--- config.mk ---
export PLATFORM = sky130hd
export DESIGN_NAME = ps2_key_decoder
export DESIGN_NICKNAME = d
export VERILOG_FILES = /design/src/rtl/ps2_key_decoder_pkg.sv /design/src/rtl/ps2_key_decoder_frame_rx.sv /design/src/rtl/ps2_key_decoder.sv
export SDC_FILE = /design/constraint.sdc
export NUM_CORES = 1
export LEC_CHECK = 0
export BUFFER_PORTS_ARGS = -buffer_cell sky130_fd_sc_hd__buf_4
export CAP_MARGIN = 20
export CELL_PAD_IN_SITES_DETAIL_PLACEMENT = 1
export CELL_PAD_IN_SITES_GLOBAL_PLACEMENT = 1
export CORE_MARGIN = 5
export CORE_UTILIZATION = 40
export DETAILED_ROUTE_END_ITERATION = 8
export MAX_ROUTING_LAYER = met4
export PLACE_DENSITY_LB_ADDON = 0.1
export SLEW_MARGIN = 20
export SYNTH_ARGS = -nofsm -noshare
export SYNTH_HDL_FRONTEND = slang
export SYNTH_SLANG_ARGS = --single-unit
export TNS_END_PERCENT = 1
--- constraint.sdc ---
create_clock -name clk -period 2.35 [get_ports clk]
set_clock_uncertainty 0.15 [all_clocks]
set_input_delay 0.3525 -clock clk [delete_from_list [all_inputs] [get_ports clk]]
set_output_delay 0.3525 -clock clk [all_outputs]
set_load 0.01 [all_outputs]
--- src/rtl/ps2_key_decoder_pkg.sv ---
// Shared game-key definitions: PS/2 set-2 scan codes, key bit positions and
// the scan-code to key lookup used by the decoder.
package ps2_key_decoder_pkg;

  localparam logic [7:0] SC_EXT     = 8'hE0;
  localparam logic [7:0] SC_BRK     = 8'hF0;
  localparam logic [7:0] SC_LEFT    = 8'h6B;
  localparam logic [7:0] SC_UP      = 8'h75;
  localparam logic [7:0] SC_DOWN    = 8'h72;
  localparam logic [7:0] SC_RIGHT   = 8'h74;
  localparam logic [7:0] SC_RETRY   = 8'h2D;
  localparam logic [7:0] SC_RETRACT = 8'h1A;
  localparam logic [7:0] SC_NEXT    = 8'h31;
  localparam logic [7:0] SC_SWITCH  = 8'h29;

  localparam int KEY_LEFT    = 7;
  localparam int KEY_UP      = 6;
  localparam int KEY_DOWN    = 5;
  localparam int KEY_RIGHT   = 4;
  localparam int KEY_RETRY   = 3;
  localparam int KEY_RETRACT = 2;
  localparam int KEY_NEXT    = 1;
  localparam int KEY_SWITCH  = 0;

  typedef enum logic [1:0] {
    RX_IDLE,
    RX_DATA,
    RX_PARITY,
    RX_STOP
  } rx_state_t;

  typedef struct packed {
    logic       hit;
    logic [2:0] idx;
  } key_hit_t;

  // Arrows exist only as extended codes; the letter keys only as plain codes.
  function automatic key_hit_t key_lookup(input logic ext, input logic [7:0] code);
    key_hit_t r;
    r.hit = 1'b0;
    r.idx = 3'd0;
    if (ext) begin
      case (code)
        SC_LEFT:  begin r.hit = 1'b1; r.idx = 3'(KEY_LEFT);  end
        SC_UP:    begin r.hit = 1'b1; r.idx = 3'(KEY_UP);    end
        SC_DOWN:  begin r.hit = 1'b1; r.idx = 3'(KEY_DOWN);  end
        SC_RIGHT: begin r.hit = 1'b1; r.idx = 3'(KEY_RIGHT); end
        default:  r.hit = 1'b0;
      endcase
    end else begin
      case (code)
        SC_RETRY:   begin r.hit = 1'b1; r.idx = 3'(KEY_RETRY);   end
        SC_RETRACT: begin r.hit = 1'b1; r.idx = 3'(KEY_RETRACT); end
        SC_NEXT:    begin r.hit = 1'b1; r.idx = 3'(KEY_NEXT);    end
        SC_SWITCH:  begin r.hit = 1'b1; r.idx = 3'(KEY_SWITCH);  end
        default:    r.hit = 1'b0;
      endcase
    end
    return r;
  endfunction

endpackage

--- src/rtl/ps2_key_decoder_frame_rx.sv ---
// PS/2 frame receiver: synchronizes and de-glitches the bus, then assembles
// 11-bit frames (start, 8 data LSB-first, odd parity, stop) into bytes.
module ps2_frame_rx
  import ps2_key_decoder_pkg::*;
#(
  parameter int FILTER_LEN  = 4,
  parameter int TIMEOUT_CYC = 50000
) (
  input  logic       clk,
  input  logic       reset,
  input  logic       ps2_clk,
  input  logic       ps2_data,
  output logic [7:0] rx_byte,
  output logic       byte_valid,
  output logic       frame_err
);

  localparam int FW = $clog2(FILTER_LEN + 1);
  localparam int TW = $clog2(TIMEOUT_CYC + 1);

  logic          clk_s_p0, clk_s_p1, dat_s_p0, dat_s_p1;
  logic          filt_clk;
  logic [FW-1:0] filt_cnt;
  logic          fall_p2, dat_p2;

  rx_state_t     state;
  logic [2:0]    bit_cnt;
  logic [7:0]    shift;
  logic          par_ok;
  logic [TW-1:0] tmo_cnt;

  // Stage p0/p1: synchronizers. Stage p2: filtered clock edge with aligned data.
  always_ff @(posedge clk) begin
    if (reset) begin
      clk_s_p0 <= 1'b1;
      clk_s_p1 <= 1'b1;
      dat_s_p0 <= 1'b1;
      dat_s_p1 <= 1'b1;
      filt_clk <= 1'b1;
      filt_cnt <= '0;
      fall_p2  <= 1'b0;
      dat_p2   <= 1'b1;
    end else begin
      clk_s_p0 <= ps2_clk;
      clk_s_p1 <= clk_s_p0;
      dat_s_p0 <= ps2_data;
      dat_s_p1 <= dat_s_p0;
      dat_p2   <= dat_s_p1;
      fall_p2  <= 1'b0;
      if (clk_s_p1 == filt_clk) begin
        filt_cnt <= '0;
      end else if (filt_cnt == FW'(FILTER_LEN - 1)) begin
        filt_clk <= clk_s_p1;
        filt_cnt <= '0;
        fall_p2  <= ~clk_s_p1;
      end else begin
        filt_cnt <= filt_cnt + FW'(1);
      end
    end
  end

  // Stage p3: frame FSM; the timeout only runs while a frame is open.
  always_ff @(posedge clk) begin
    if (reset) begin
      state      <= RX_IDLE;
      bit_cnt    <= 3'd0;
      shift      <= 8'h00;
      par_ok     <= 1'b0;
      tmo_cnt    <= '0;
      rx_byte    <= 8'h00;
      byte_valid <= 1'b0;
      frame_err  <= 1'b0;
    end else begin
      byte_valid <= 1'b0;
      frame_err  <= 1'b0;
      if (state == RX_IDLE || fall_p2) tmo_cnt <= '0;
      else                             tmo_cnt <= tmo_cnt + TW'(1);

      if (state != RX_IDLE && !fall_p2 && tmo_cnt == TW'(TIMEOUT_CYC - 1)) begin
        state     <= RX_IDLE;
        frame_err <= 1'b1;
      end else if (fall_p2) begin
        case (state)
          RX_IDLE: begin
            if (!dat_p2) begin
              state   <= RX_DATA;
              bit_cnt <= 3'd0;
            end
          end
          RX_DATA: begin
            shift   <= {dat_p2, shift[7:1]};
            bit_cnt <= bit_cnt + 3'd1;
            if (bit_cnt == 3'd7) state <= RX_PARITY;
          end
          RX_PARITY: begin
            par_ok <= ^{shift, dat_p2};
            state  <= RX_STOP;
          end
          RX_STOP: begin
            if (dat_p2 && par_ok) begin
              rx_byte    <= shift;
              byte_valid <= 1'b1;
            end else begin
              frame_err  <= 1'b1;
            end
            state <= RX_IDLE;
          end
          default: state <= RX_IDLE;
        endcase
      end
    end
  end

endmodule

--- src/rtl/ps2_key_decoder.sv ---
// PS/2 keyboard front end for the game core: turns make/break scan codes into
// one-cycle key pulses, suppressing typematic repeats with a held-key mask.
module ps2_key_decoder
  import ps2_key_decoder_pkg::*;
#(
  parameter int FILTER_LEN  = 4,
  parameter int TIMEOUT_CYC = 50000
) (
  input  logic       clk,
  input  logic       reset,
  input  logic       ps2_clk,
  input  logic       ps2_data,
  output logic [7:0] key,
  output logic       frame_err
);

  logic [7:0] rx_byte;
  logic       byte_valid;
  logic       ext, brk;
  logic [7:0] held;
  key_hit_t   hit;

  ps2_frame_rx #(
    .FILTER_LEN (FILTER_LEN),
    .TIMEOUT_CYC(TIMEOUT_CYC)
  ) u_rx (
    .clk       (clk),
    .reset     (reset),
    .ps2_clk   (ps2_clk),
    .ps2_data  (ps2_data),
    .rx_byte   (rx_byte),
    .byte_valid(byte_valid),
    .frame_err (frame_err)
  );

  assign hit = key_lookup(ext, rx_byte);

  // Stage p4: prefix tracking and key pulse, one cycle after the byte lands.
  always_ff @(posedge clk) begin
    if (reset) begin
      ext  <= 1'b0;
      brk  <= 1'b0;
      held <= 8'h00;
      key  <= 8'h00;
    end else begin
      key <= 8'h00;
      if (byte_valid) begin
        if (rx_byte == SC_EXT) begin
          ext <= 1'b1;
        end else if (rx_byte == SC_BRK) begin
          brk <= 1'b1;
        end else begin
          ext <= 1'b0;
          brk <= 1'b0;
          if (hit.hit) begin
            if (brk) begin
              held[hit.idx] <= 1'b0;
            end else if (!held[hit.idx]) begin
              held[hit.idx] <= 1'b1;
              key           <= 8'(1) << hit.idx;
            end
          end
        end
      end
    end
  end

endmodule
==> results of run 1 <==
stage by stage:
step / area (um^2) / hold WS [ps]
2_1_floorplan: 2960 / 239
3_3_place_gp: 3150 / 250
3_5_place_dp: 3150 / 251
4_1_cts: 3380 / 42.1
5_1_grt: 3390 / 46.6
6_report: 3390 / 52.3
final cells by class:
cell class	instances	share of cell area [%]
well taps	99	3.65
inverters	8	0.886
flip-flops and latches	68	40.2
repair buffers	19	4.21
clock inverters	5	2.95
multi-input cells	236	44.2
clock buffers	11	3.88
worst max-delay path, stage by stage, from the launching register on:
cell	delay, ps
dfxtp_1	550
and3b_1	220
o21ai_1	140
a211o_1	410
or4_1	540
a21oi_1	130
cell usage after synthesis, types with 5 or more instances:
library cell | count | share of area (%)
xor2_1 | 8 | 2.4
or2_2 | 8 | 1.7
inv_1 | 8 | 1.0
nand2b_1 | 6 | 1.3
nor2_1 | 35 | 4.4
nand2_1 | 36 | 4.6
nand3_1 | 20 | 3.4
xnor2_1 | 13 | 3.8
ha_1 | 9 | 3.8
nand4_1 | 5 | 1.1
clkbuf_1 | 9 | 1.1
dfxtp_1 | 68 | 46
a211oi_1 | 5 | 1.3
nor4_1 | 5 | 1.1
mux2i_1 | 5 | 1.7
a21oi_1 | 25 | 4.2
per-layer routing:
layer	vias to the layer above	share of wire (%)
li1	1175	-
met1	1102	49
met2	27	47
met3	10	2.8
met4	0	1.2
met5	-	0
worst max path at each step:
| stage | from | to | slack [ps] | cells after the start |
|---|---|---|---|---|
| 2_1_floorplan | u_rx.rx_byte[0] | flop | 390 | 7 |
| 3_3_place_gp | u_rx.rx_byte[4] | flop | 220 | 5 |
| 3_5_place_dp | u_rx.rx_byte[4] | flop | 120 | 5 |
| 4_1_cts | u_rx.rx_byte[4] | flop | 80 | 5 |
| 5_1_grt | u_rx.rx_byte[3] | flop | -20 | 5 |
| 6_report | u_rx.rx_byte[3] | flop | 140 | 5 |
kinds of logic after synthesis:
logic type	after synthesis	share of synthesized area, %
simple gates	146	25.9
flops	68	46.0
compound gates	54	12.0
buf+inv	25	3.68
xor+xnor	22	6.97
fa+ha+maj	9	3.80
mux	5	1.69
power groups by stage:
stage | registers [uW] | logic (uW) | clock network [uW]
after detailed placement | 1180 | 29.0 | 0
final | 1160 | 28.4 | 1140
after floorplan | 1180 | 18.7 | 0
after global placement | 1180 | 28.5 | 0
after CTS | 1160 | 29.2 | 1160
after global routing | 1160 | 31.3 | 1230
timing repair:
action	CTS	global route
setup endpoints to repair	0	7
setup buffers	0	0
resized for setup	0	2
==> metrics.md, run 1 <==
| Metric | Value |
|---|---|
| DRC Markers | `0` |
| Max-cap violations | `0` |
| Fin crit period | `~2200 ps` |
| Seq pwr share | `49.9%` |
| Cell Rows | `31` |
| Initial antenna violation count | `0` |
| Total track usage | `roughly 16%` |
| Top FF cell, synth | `dfxtp_1` |
| Buffers added on ports | `12` |
| Power Density | `slightly below 700 nW/um^2` |
| Clock Latency Late Sink | `approximately 340 ps` |
| Worst EP arrival | `2330 ps` |
| Flops & latches, synth | `between 60 and 70` |
| Status | `complete, no violations` |
| Post-synth net total | `~340` |
| Final Cycle Share | `between 90% and 100%` |
| Top Usage Layer GRT | `met2` |
| Crit start category | `flop` |
| WL final | `around 6500 um` |
| Hold depth | `2` |
| First-pass iteration count of the detailed router | `4` |
| Place WS | `124 ps` |
| Clock transition at path regs | `roughly 80 ps` |
| Most common cell after layout, fill and taps aside | `dfxtp_1` |
| Met3 global-route usage | `roughly 4.3%` |
| Synthesized netlist cell count | `329` |
| CTS H-Tree Depth | `3` |
| R2R Setup Slk | `140 ps` |
| Worst hold path endpoint | `u_rx.dat_s_p0` |
| Power, Total | `~2300 uW` |
| Area of the multi-input gates | `roughly 1500 um^2` |
| Cell Area, Synth | `around 3000 um^2` |
| WS Path Type | `reg -> reg` |
| FF+latch area | `1360 um^2` |
| Die Y | `96.0 um` |
| Worst Max-Slew Pin Slew | `544 ps` |
| Via count | `about 2300` |
| Fin cells | `about 450` |
| CP endpoint kind | `flop` |
| Vias in the first global route | `roughly 2300` |
| Layout Utilization | `47.0%` |
| TNS Setup | `0 ps` |
| First-pass GRT wire length | `around 11000 um` |
| CTS root buf | `clkbuf_8` |
| RSZ-0062 raised after global routing | `true` |
| Fin nets | `355` |
| HP Class | `in -> reg` |
| GRT met1 Usage | `approximately a fifth` |
| Num ports | `13` |
| Comb pwr share | `about 1.2%` |
| Drt wl/cell | `between 10 and 15 um` |
| Max Fanout on Critical Path | `11` |
| Clk pwr share | `48.9%` |
| Avg Inst Size Synth | `around 9 um^2` |
| Largest net degree at the start of global routing | `32` |
| Pleak | `0.00117 uW` |
| Slew HR | `roughly 64%` |
| Sequential area share after synthesis | `a little under half` |
| Critical Path RT | `around 2500 ps` |
| HP Start | `ps2_data` |
| Initial Util | `about two fifths` |
| Synth Warn # | `0` |
| Synth unique cells | `53` |
| Max Slew Vio Count | `0` |
| TritonCTS clock tree | `built` |
| Routing usage on met2 | `25.5%` |
| Cells on worst reg2reg path | `5` |
| Share of flip-flops with an asynchronous set or reset | `0%` |
| PnR worst setup slack | `137 ps` |
| DP Wirelength | `4450 um` |
| Drt first-iter violations | `48` |
| Clock sinks | `68` |
| Die Wd | `around 96 um` |
| Sw frac | `19.5%` |
| ANT cells | `0` |
| Die Area | `9220 um^2` |
| GPL Wtd Cong | `about 0.74` |
| Post-route ant nets | `0` |
| Layout fillers | `between 800 and 900` |
| P_int | `about 1900 uW` |
| Area Overhead vs Synth | `14.4%` |
| Core Footprint | `a little over 7000 um^2` |
| Commonest non-fill, non-tap cells in the layout | `67 x dfxtp_1, 36 x nand2_1, 35 x nor2_1` |
| GRT overflow | `0` |
| VDD IR-drop max | `approximately 0.00035 V` |
| Clock Tree Buf Depth | `2` |
| Cts bufs inserted | `9` |
| Post-synth EDFFs | `0` |
| Hold Vio Cnt, Final | `0` |
| Hold buffers post-CTS | `0` |
| Switching pwr | `roughly 450 uW` |
| Worst r2r src | `u_rx.rx_byte[3]` |
| Final setup fails | `0` |
| Vias per cell | `a little over 5` |
| Dpl cells | `430` |
| Share of layout cells above drive strength 1 | `between 10% and 20%` |
| Max Fclk | `452 MHz` |
Power figures use the tool's default switching activity.
==> inputs of run 2 (changes only) <==
--- a/config.mk
+++ b/config.mk
@@ -17,5 +17,6 @@
 export SLEW_MARGIN = 20
 export SYNTH_ARGS = -nofsm -noshare
 export SYNTH_HDL_FRONTEND = slang
+export SYNTH_HIERARCHICAL = 1
 export SYNTH_SLANG_ARGS = --single-unit
 export TNS_END_PERCENT = 1
==> run 2 against run 1 <==
Synthesized area grew 1.4%. Fmax grew 1.9%. Synthesized cell count grew 1.2%. Highest routed layer unchanged.
==> metrics.md, run 2 <==
| Metric | Value |
|---|---|
| Clock sinks | `68` |
| RSZ-0062 raised after global routing | `false` |
| Crit start category | `flop` |
| Power Density | `654 nW/um^2` |
| TNS Setup | `0 ps` |
| Clk pwr share | `47.2%` |
| Initial antenna violation count | `0` |
| Fin nets | `between 300 and 400` |
| Worst-path cell chain | `nor3b_1 > o211ai_1 > a211o_1 > or4b_1 > a221oi_2` |
| Synth unique cells | `between 50 and 60` |
| Final Cycle Share | `between 90% and 100%` |
| Avg Inst Size Synth | `between 9 and 10 um^2` |
| Synth Warn # | `6` |
| Layout Utilization | `between 40% and 50%` |
| Hold depth | `2` |
| Post-synth EDFFs | `0` |
| P_int | `about 1800 uW` |
| Post-synthesis simple-gate area fraction | `29.2%` |
| Initial Util | `around two fifths` |
| Met2 Wirelength | `between 3000 and 4000 um` |
| DP Area | `3220 um^2` |
| Share of flip-flops with an asynchronous set or reset | `0%` |
| Final setup fails | `0` |
| Cell Area, Synth | `between 3000 and 4000 um^2` |
| Worst r2r src | `u_rx/rx_byte[1]` |
| Largest family of logic cells by synthesized area | `simple AND/OR/NAND/NOR gates` |
| Worst EP arrival | `between 2000 and 2500 ps` |
| Synthesized netlist cell count | `between 300 and 400` |
| Most common cell after layout, fill and taps aside | `dfxtp_1` |
| Post-synth top cells | `68 x dfxtp_1, 40 x nand2_1, 26 x a21oi_1` |
| Switching pwr | `around 460 uW` |
| Top cell type by total area after synthesis | `dfxtp_1` |
| Via count | `roughly 2400` |
| Post-synth net total | `~350` |
| Core Footprint | `approximately 7300 um^2` |
| GPL Wtd Cong | `between 0.8 and 0.9` |
| Post-route ant nets | `0` |
| R2R Setup Slk | `~180 ps` |
| GRT overflow | `0` |
| Area Overhead vs Synth | `14.5%` |
| Die Wd | `a little under 100 um` |
| First-pass GRT wire length | `between 10000 and 15000 um` |
| Vias per cell | `around 5.3` |
| Hold buffers post-CTS | `0` |
| Num ports | `13` |
| Crit-path slowest cell | `or4b_1` |
| Place WS | `between 100 and 150 ps` |
| Layout fillers | `882` |
| Die Area | `a little over 9000 um^2` |
| Flops & latches, synth | `68` |
| Comb pwr share | `around 1.3%` |
| Top-count cell post-synth | `dfxtp_1` |
| FF+latch area | `1360 um^2` |
| Max-cap violations | `0` |
| Max Fclk | `between 400 and 500 MHz` |
| Hold Vio Cnt, Final | `0` |
| Sequential area share after synthesis | `a little under half` |
| WL final | `about 6300 um` |
| Cells on worst reg2reg path | `5` |
| Final Cell Area | `about 3400 um^2` |
| Post-Synth XOR/XNOR Area | `just over 5%` |
| HP Class | `in -> reg` |
| Total track usage | `between 10% and 20%` |
| CTS root buf | `clkbuf_8` |
| Share of layout cells above drive strength 1 | `between 10% and 20%` |
| Die Y | `between 90 and 100 um` |
| DRC Markers | `0` |
| Compound-Gate Fraction of Synth Area | `between 10% and 20%` |
| Seq pwr share | `between 50% and 60%` |
| Synth top area share | `45.3%` |
| HP Start | `ps2_clk` |
| Worst hold path endpoint | `u_rx/clk_s_p0` |
| Drt wl/cell | `around 14 um` |
| Max Slew Vio Count | `0` |
| Synth Area in Adders | `3.75%` |
| Delay-heaviest family, CP | `simple AND/OR/NAND/NOR gates` |
| Sw frac | `20.2%` |
| Max incr delay on CP | `520 ps` |
| Area of the multi-input gates | `between 1500 and 2000 um^2` |
| Clock Latency Late Sink | `340 ps` |
| Met3 routed WL | `roughly 180 um` |
| PnR worst setup slack | `about 180 ps` |
| Max layer used | `met4` |
| DP Wirelength | `between 4000 and 5000 um` |
| First-pass iteration count of the detailed router | `4` |
| Largest net degree at the start of global routing | `30` |
| Drt first-iter violations | `60` |
| Vias in the first global route | `between 2000 and 2500` |
| Synth top area cells | `dfxtp_1 45%, nand2_1 5.0%, a21oi_1 4.3%, ha_1 3.7%, xnor2_1 3.2%` |
| VDD IR-drop max | `around 0.00031 V` |
| CTS H-Tree Depth | `3` |
| Cts bufs inserted | `9` |
| Commonest non-fill, non-tap cells in the layout | `68 x dfxtp_1, 40 x nand2_1, 26 x a21oi_1` |
| ANT cells | `0` |
| Met1 wire length | `between 2000 and 3000 um` |
| Clock transition at path regs | `70 ps` |
| Critical Path RT | `between 2000 and 2500 ps` |
| Slew HR | `between 60% and 70%` |
| Clock Tree Buf Depth | `2` |
| Mux contribution to synthesized area | `under 10%` |
| CP endpoint kind | `flop` |
| Top FF cell, synth | `dfxtp_1` |
| Worst Max-Slew Pin Slew | `roughly 580 ps` |
| Status | `complete, no violations` |
| Fin crit period | `roughly 2200 ps` |
| WS Path Type | `reg -> reg` |
| Cell Rows | `31` |
| Max Fanout on Critical Path | `8` |
| Buffers added on ports | `12` |
| Worst Path Buf+Inv | `0` |
| Pleak | `0.00119 uW` |
| TritonCTS clock tree | `built` |
run 2: timing repair:
action                                  4_1_cts  5_1_grt
gates resized for setup                       0        1
endpoints found under the setup margin        0        1
endpoints found under the hold margin         0        0
setup buffers                                 0        0
run 2: worst max-delay path by stage:
stage	cells after the start	slack [ps]	endpoint	from
5_1_grt	5	40	flop	u_rx/rx_byte[1]
3_5_place_dp	5	110	key[6]	u_rx/rx_byte[1]
6_report	5	180	flop	u_rx/rx_byte[1]
4_1_cts	5	80	key[6]	u_rx/rx_byte[1]
3_3_place_gp	5	240	key[6]	u_rx/rx_byte[1]
2_1_floorplan	5	360	flop	u_rx/rx_byte[1]
run 2: final cells by class:
class / count / share of cell area (%)
Clock buffer: 12 / 4.22
Clock inverter: 4 / 2.11
Multi-Input combinational cell: 243 / 45.5
Sequential cell: 68 / 39.6
Tap cell: 99 / 3.60
Timing Repair Buffer: 18 / 3.93
Inverter: 10 / 1.09
run 2: cells by family (layout without fill, tap and decap cells):
| logic type | Yosys count | after routing |
|---|---|---|
| compound gates | 54 | 54 |
| buf+inv | 22 | 44 |
| xor+xnor | 16 | 16 |
| flops | 68 | 68 |
| simple gates | 157 | 157 |
| fa+ha+maj | 9 | 9 |
| mux | 7 | 7 |
run 2: per-stage QoR:
step	cells	hold slack (ps)	total power, uW
finish	454	50.2	2250
global placement	438	242	1210
CTS	454	28.9	2290
floorplan	333	239	1200
global route	454	29.7	2340
detailed placement	438	245	1210
run 2: power by group through the flow:
| stage | logic [uW] | registers (uW) | clock network [uW] |
|---|---|---|---|
| floorplan | 19.5 | 1180 | 0 |
| global placement | 29.2 | 1180 | 0 |
| detailed placement | 29.8 | 1180 | 0 |
| CTS | 29.7 | 1160 | 1100 |
| global route | 32.5 | 1160 | 1150 |
| finish | 29.0 | 1160 | 1060 |
run 2: routing by layer:
| layer | vias to the layer above | GRT usage, % |
|---|---|---|
| met5 | - | - |
| met4 | 0 | 4.86 |
| met3 | 8 | 3.96 |
| met2 | 23 | 22.3 |
| met1 | 1151 | 18.0 |
| li1 | 1214 | - |
